===== src/rtl/riscv_dmem_ctrl.sv =====
// Data-memory access controller: queues core accesses, screens alignment,
// issues aligned ones in order on a pipelined req/gnt bus, acks in order.
module riscv_dmem_ctrl #(
    parameter int XLEN  = 32,
    parameter int DEPTH = 2
) (
    input  logic              clk,
    input  logic              rstn,
    input  logic              dmem_req,
    input  logic [XLEN-1:0]   dmem_adr,
    input  logic [XLEN-1:0]   dmem_d,
    input  logic              dmem_we,
    input  logic [XLEN/8-1:0] dmem_be,
    output logic              dmem_rdy,
    output logic              dmem_ack,
    output logic [XLEN-1:0]   dmem_q,
    output logic              dmem_misaligned,
    output logic              dmem_err,
    output logic              bus_req,
    output logic [XLEN-1:0]   bus_adr,
    output logic [XLEN-1:0]   bus_d,
    output logic              bus_we,
    output logic [XLEN/8-1:0] bus_be,
    input  logic              bus_gnt,
    input  logic              bus_rvalid,
    input  logic [XLEN-1:0]   bus_q,
    input  logic              bus_err
);

    localparam int NB = XLEN / 8;
    localparam int LB = $clog2(NB);
    localparam int PW = $clog2(DEPTH);
    localparam int CW = $clog2(DEPTH + 1);

    // queue payload and per-entry status
    logic [XLEN-1:0] q_adr   [DEPTH];
    logic [XLEN-1:0] q_d     [DEPTH];
    logic            q_we    [DEPTH];
    logic [NB-1:0]   q_be    [DEPTH];
    logic [XLEN-1:0] q_rdata [DEPTH];
    logic            q_rerr  [DEPTH];
    logic [DEPTH-1:0] q_mis;
    logic [DEPTH-1:0] q_iss;
    logic [DEPTH-1:0] q_done;

    logic [PW-1:0] wr_ptr;
    logic [PW-1:0] iss_ptr;
    logic [PW-1:0] rsp_ptr;
    logic [CW-1:0] count;
    logic [CW-1:0] n_pend;

    logic          acc;
    logic          in_mis;
    logic          gnt_fire;
    logic          skip;
    logic          adv;
    logic [PW-1:0] iss_nxt;
    logic          old_avail;
    logic          nxt_req;
    logic [XLEN-1:0] nxt_adr;
    logic [XLEN-1:0] nxt_d;
    logic          nxt_we;
    logic [NB-1:0] nxt_be;

    logic          tgt_hit;
    logic [PW-1:0] tgt;
    logic [PW-1:0] idx;
    logic          rv_take;
    logic          ret;

    // legal: aligned power-of-two run of lanes whose start matches the address
    function automatic logic calc_mis(input logic [LB-1:0] off,
                                      input logic [NB-1:0] be);
        logic          ok;
        logic [NB-1:0] mask;
        int            run;
        ok = 1'b0;
        for (int k = 0; k <= LB; k++) begin
            run = 1 << k;
            for (int o = 0; o < NB; o++) begin
                mask = NB'(((1 << run) - 1) << o);
                if ((o % run) == 0 && (o + run) <= NB &&
                    be == mask && off == LB'(o))
                    ok = 1'b1;
            end
        end
        return !ok;
    endfunction

    assign dmem_rdy = (count != CW'(DEPTH));
    assign acc      = dmem_req & dmem_rdy;
    assign in_mis   = calc_mis(dmem_adr[LB-1:0], dmem_be);

    // pick the entry to present on the bus after this edge (bypasses new accept)
    always_comb begin
        gnt_fire  = bus_req & bus_gnt;
        skip      = !bus_req && (n_pend != '0) && q_mis[iss_ptr];
        adv       = gnt_fire | skip;
        iss_nxt   = iss_ptr + PW'(adv);
        old_avail = (n_pend - CW'(adv)) != '0;
        nxt_req   = 1'b0;
        nxt_adr   = bus_adr;
        nxt_d     = bus_d;
        nxt_we    = bus_we;
        nxt_be    = bus_be;
        if (old_avail) begin
            nxt_req = !q_mis[iss_nxt];
            nxt_adr = q_adr[iss_nxt];
            nxt_d   = q_d[iss_nxt];
            nxt_we  = q_we[iss_nxt];
            nxt_be  = q_be[iss_nxt];
        end else if (acc) begin
            nxt_req = !in_mis;
            nxt_adr = dmem_adr;
            nxt_d   = dmem_d;
            nxt_we  = dmem_we;
            nxt_be  = dmem_be;
        end
    end

    // route bus response to oldest granted entry, decide in-order retire
    always_comb begin
        tgt_hit = 1'b0;
        tgt     = rsp_ptr;
        idx     = rsp_ptr;
        for (int k = 0; k < DEPTH; k++) begin
            idx = rsp_ptr + PW'(k);
            if (!tgt_hit && q_iss[idx] && !q_mis[idx] && !q_done[idx]) begin
                tgt_hit = 1'b1;
                tgt     = idx;
            end
        end
        rv_take = bus_rvalid & tgt_hit;
        ret = (count != '0) && q_iss[rsp_ptr] &&
              (q_mis[rsp_ptr] || q_done[rsp_ptr] ||
               (rv_take && tgt == rsp_ptr));
    end

    // queue, pointers, registered bus request and core ack
    always_ff @(posedge clk or negedge rstn) begin
        if (!rstn) begin
            wr_ptr          <= '0;
            iss_ptr         <= '0;
            rsp_ptr         <= '0;
            count           <= '0;
            n_pend          <= '0;
            q_mis           <= '0;
            q_iss           <= '0;
            q_done          <= '0;
            for (int i = 0; i < DEPTH; i++) begin
                q_adr[i]   <= '0;
                q_d[i]     <= '0;
                q_we[i]    <= 1'b0;
                q_be[i]    <= '0;
                q_rdata[i] <= '0;
                q_rerr[i]  <= 1'b0;
            end
            bus_req         <= 1'b0;
            bus_adr         <= '0;
            bus_d           <= '0;
            bus_we          <= 1'b0;
            bus_be          <= '0;
            dmem_ack        <= 1'b0;
            dmem_q          <= '0;
            dmem_misaligned <= 1'b0;
            dmem_err        <= 1'b0;
        end else begin
            if (acc) begin
                q_adr[wr_ptr]  <= dmem_adr;
                q_d[wr_ptr]    <= dmem_d;
                q_we[wr_ptr]   <= dmem_we;
                q_be[wr_ptr]   <= dmem_be;
                q_mis[wr_ptr]  <= in_mis;
                q_iss[wr_ptr]  <= 1'b0;
                q_done[wr_ptr] <= 1'b0;
                wr_ptr         <= wr_ptr + 1'b1;
            end
            if (adv) begin
                q_iss[iss_ptr] <= 1'b1;
                iss_ptr        <= iss_nxt;
            end
            if (rv_take) begin
                q_done[tgt]  <= 1'b1;
                q_rdata[tgt] <= bus_q;
                q_rerr[tgt]  <= bus_err;
            end
            if (ret) begin
                q_iss[rsp_ptr] <= 1'b0;
                rsp_ptr        <= rsp_ptr + 1'b1;
            end
            count  <= count + CW'(acc) - CW'(ret);
            n_pend <= n_pend + CW'(acc) - CW'(adv);

            bus_req <= nxt_req;
            if (nxt_req) begin
                bus_adr <= nxt_adr;
                bus_d   <= nxt_d;
                bus_we  <= nxt_we;
                bus_be  <= nxt_be;
            end

            dmem_ack <= ret;
            if (ret) begin
                unique case (1'b1)
                    q_mis[rsp_ptr]: begin
                        dmem_q          <= '0;
                        dmem_misaligned <= 1'b1;
                        dmem_err        <= 1'b0;
                    end
                    q_done[rsp_ptr]: begin
                        dmem_q          <= q_we[rsp_ptr] ? '0 : q_rdata[rsp_ptr];
                        dmem_misaligned <= 1'b0;
                        dmem_err        <= q_rerr[rsp_ptr];
                    end
                    default: begin
                        dmem_q          <= q_we[rsp_ptr] ? '0 : bus_q;
                        dmem_misaligned <= 1'b0;
                        dmem_err        <= bus_err;
                    end
                endcase
            end
        end
    end

endmodule

===== config.mk =====
export PLATFORM = sky130hd
export DESIGN_NAME = riscv_dmem_ctrl
export DESIGN_NICKNAME = d
export VERILOG_FILES = /design/src/rtl/riscv_dmem_ctrl.sv
export SDC_FILE = /design/constraint.sdc
export NUM_CORES = 1
export LEC_CHECK = 0
export CAP_MARGIN = 5
export CORE_MARGIN = 5
export CORE_UTILIZATION = 25
export DETAILED_ROUTE_END_ITERATION = 8
export PLACE_DENSITY = 0.48
export REMOVE_ABC_BUFFERS = 1
export SKIP_CTS_REPAIR_TIMING = 1
export SYNTH_ARGS = -nofsm -noshare
export SYNTH_HDL_FRONTEND = slang
export SYNTH_SLANG_ARGS = --single-unit

===== constraint.sdc =====
create_clock -name clk -period 2.4 [get_ports clk]
set_input_delay 0.24 -clock clk [delete_from_list [all_inputs] [get_ports clk]]
set_output_delay 0.24 -clock clk [all_outputs]
set_load 0.02 [all_outputs]

==> results.toml <==
[layout]
fillers = 5148
regArea_um2 = 8060
layout-drive-gt1-share_pct = 23.9
syn_to_final_growth_pct = 33.6
nets = 1394
fin_util_pct = 33.8
multiInputGateArea_um2 = 4950

[global_route]
grt_max_degree = 92
antenna_found_initial = 6
grt_pass1_wl_um = 61700
grt_pass1_vias = 10200
grt_overflow_total = 0
grtUsageTotal_pct = 13.5

[synthesis]
synth_edf_count = 0
seq_area_frac_synth_pct = 60.5
synthesis.area_um2 = 13300
ys_types = 45
synth-async-reset-ratio_pct = 100
avgSynthCellArea_um2 = 12.5
syn-instance-count = 1069
ys.flop_type = "dfrtp_1"
ys_ff_latch = 322
yosysWarnings = 0

[worst_setup_path]
worst_r2r_startpoint = "q_mis[1]"
crit_path_start_kind = "flop"
slowest_stage = "dfrtp_1"
path_delay_family = "compound AO/OA/AOI/OAI gates"
timing.rr.end = "dmem_q[15]"
critPathLaunch = "q_mis[1]"
rr_worst_depth = 7
crit_path_frequent_cell = "buf_4"
cp_num_buf_inv = 2
required_ps = 2860
crit_type = "reg -> reg"
crit_chain = "nor2_1, a21oi_1, o21ai_4, buf_4, buf_4, nand2_1, o21ai_0"
max_stage_delay_ps = 470
cp-end-kind = "flop"
path_max_fanout = 22
rrSetupSlack_ps = 240
crit_arrival_ps = 2620

[routing]
wirelength_um = 39700
via_per_inst = 4.80
drc_errors = 0
detail_route.first_pass.iterations = 6
ant_nets = 0
drt_iter0_drc = 659
vias = 9605
wl_per_cell_um = 19.8

[die]
die_area_um2 = 58000
rows = 84
die_h_um = 241
die_w_um = 241
core_um2 = 52700
io_pins = 213
start_util_pct = 25.3

[clock_network]
clk_pin_slew_ps = 60
cts_max_path_buffers = 3
clock_latency_ps = 550
cts_made_buffers = 39
clockRootBuffer = "clkbuf_16"
cts_sinks = 322
cts_tree = "done"
h-tree-depth = 2

[timing]
hold_viol = 0
final_max_slew_viol_count = 0
setup_viol = 0
finalClockSkew_ps = 13.5
fin_crit_sh_pct = 90.0
grt_setup_unrepaired = "no"
fin_hold_ws_ps = 195
relSlewSlack_pct = 58.4
fmax_mhz = 463
worst_slew_pin_slew_ps = 625
fin_crit_ps = 2160

[placed_design]
place_congestion = 0.724
dp_hpwl_um = 23800
io_buffers = 212

[pwr]
finalPower_mw = 28.7
power_frac_comb_pct = 44.6
p_switching_mw = 10.3
p_per_area_nw_per_um2 = 1610
p_leak_nw = 7.52
p_sw_share_pct = 36.0
internal_power_mw = 18.4
ir_drop_v = 0.000709
power_frac_seq_pct = 34.6
p_clk_share_pct = 20.8

[run]
maxCapViolCount = 0

[worst_hold_path]
hold_class = "in -> async"

[status]
status = "complete, no violations"
-- synth_stat cells, drive strengths merged (2+ instances only) --
cell       n  area share [%]
dfrtp    322              61
nand2    257             7.3
mux2     137              12
o221a     69             5.8
o22a      69             4.5
clkbuf    40             1.1
o21ai     40             1.5
buf       38             1.6
a222oi    33             2.5
nor2      10            0.30
xnor2      6            0.39
a21oi      5            0.19
inv        4            0.11
nand2b     4            0.21
nor2b      4            0.19
and2       3            0.14
ha         3            0.28
a211o      2            0.13
a21o       2            0.11
a22oi      2            0.11
nand3      2            0.11
nor3       2           0.075
o2111ai    2            0.23
o211ai     2            0.15
xor2       2            0.13
-- metal layers --
metal / routed length (µm) / part of all wire (%) / GRT usage (%)
met1: 18300 / 46 / 18.9
met2: 17600 / 44 / 20.9
met3: 2990 / 7.5 / 3.97
met4: 683 / 1.7 / 3.20
met5: 67 / 0.17 / 0
-- cell usage in the layout (no fill, tap or decap), types with 3 or more instances in the layout --
cell type,n
inv_1,4
o22a_1,69
xnor2_1,6
buf_4,24
o221a_1,10
clkbuf_8,6
nor2b_1,3
dfrtp_1,322
clkinv_2,9
clkbuf_16,41
nor2_1,8
clkbuf_1,7
nand2_1,254
mux2_2,137
buf_12,15
a21oi_1,5
bufinv_16,3
a222oi_1,33
o221a_2,59
o21ai_0,37
ha_1,3
and2_1,3
clkdlybuf4s50_1,211
-- state kept, by name (all words and copies together), names as in the netlist, 2 cells and up --
register  count
bus_be        4
n_pend        2
q_done        2
count         2
dmem_q       32
bus_d        32
bus_adr      32
q_be          8
q_d          64
q_we          2
q_rerr        2
q_mis         2
q_adr        64
q_rdata      64
q_iss         2
-- layout make-up --
cell class | instances | area share [%]
clock buffer | 54 | 6.38
inverter | 4 | 0.0844
antenna | 1 | 0.0141
timing repair buffer | 252 | 14.7
tap | 688 | 4.84
multi-input combinational | 665 | 27.8
sequential | 322 | 45.3
clock inverter | 14 | 0.851
-- logic make-up (layout without fill, tap and decap cells) --
| group | count (synthesis) | in the layout | synth area share [%] |
|---|---|---|---|
| other cells | 0 | 1 | 0 |
| fa+ha+maj | 3 | 3 | 0.282 |
| simple gates | 286 | 286 | 8.59 |
| mux | 138 | 138 | 11.7 |
| buf+inv | 82 | 324 | 2.83 |
| xor+xnor | 8 | 8 | 0.526 |
| compound gates | 230 | 230 | 15.6 |
| flops | 322 | 322 | 60.5 |
-- power groups by stage --
stage	combinational [mW]	clock (mW)	sequential, mW
after floorplan	6.84	0	10.6
after global placement	12.8	0	9.91
after detailed placement	13.1	0	9.97
after CTS	13.0	6.18	9.93
after global routing	14.0	6.42	10.2
final	12.8	5.97	9.93
-- worst max path at each step --
stage	cells past startpoint	slack, ps	end
detailed placement	6	30	bus_d[29]
global placement	6	60	bus_d[31]
CTS	7	200	dmem_q[30]
finish	7	240	dmem_q[15]
global route	7	50	dmem_q[30]
floorplan	6	-920	q_adr[32]
-- stage by stage --
stage / std cells / worst slack [ps] / instance area (µm²) / setup TNS (ps)
after floorplan: 991 / -924 / 13000 / -179170
after global routing: 1999 / 49.1 / 17800 / 0
after detailed placement: 1930 / 34.0 / 16500 / 0
after global placement: 1930 / 58.0 / 16500 / 0
final: 2000 / 239 / 17800 / 0
after CTS: 1998 / 198 / 17800 / 0
Power figures use the tool's default switching activity.
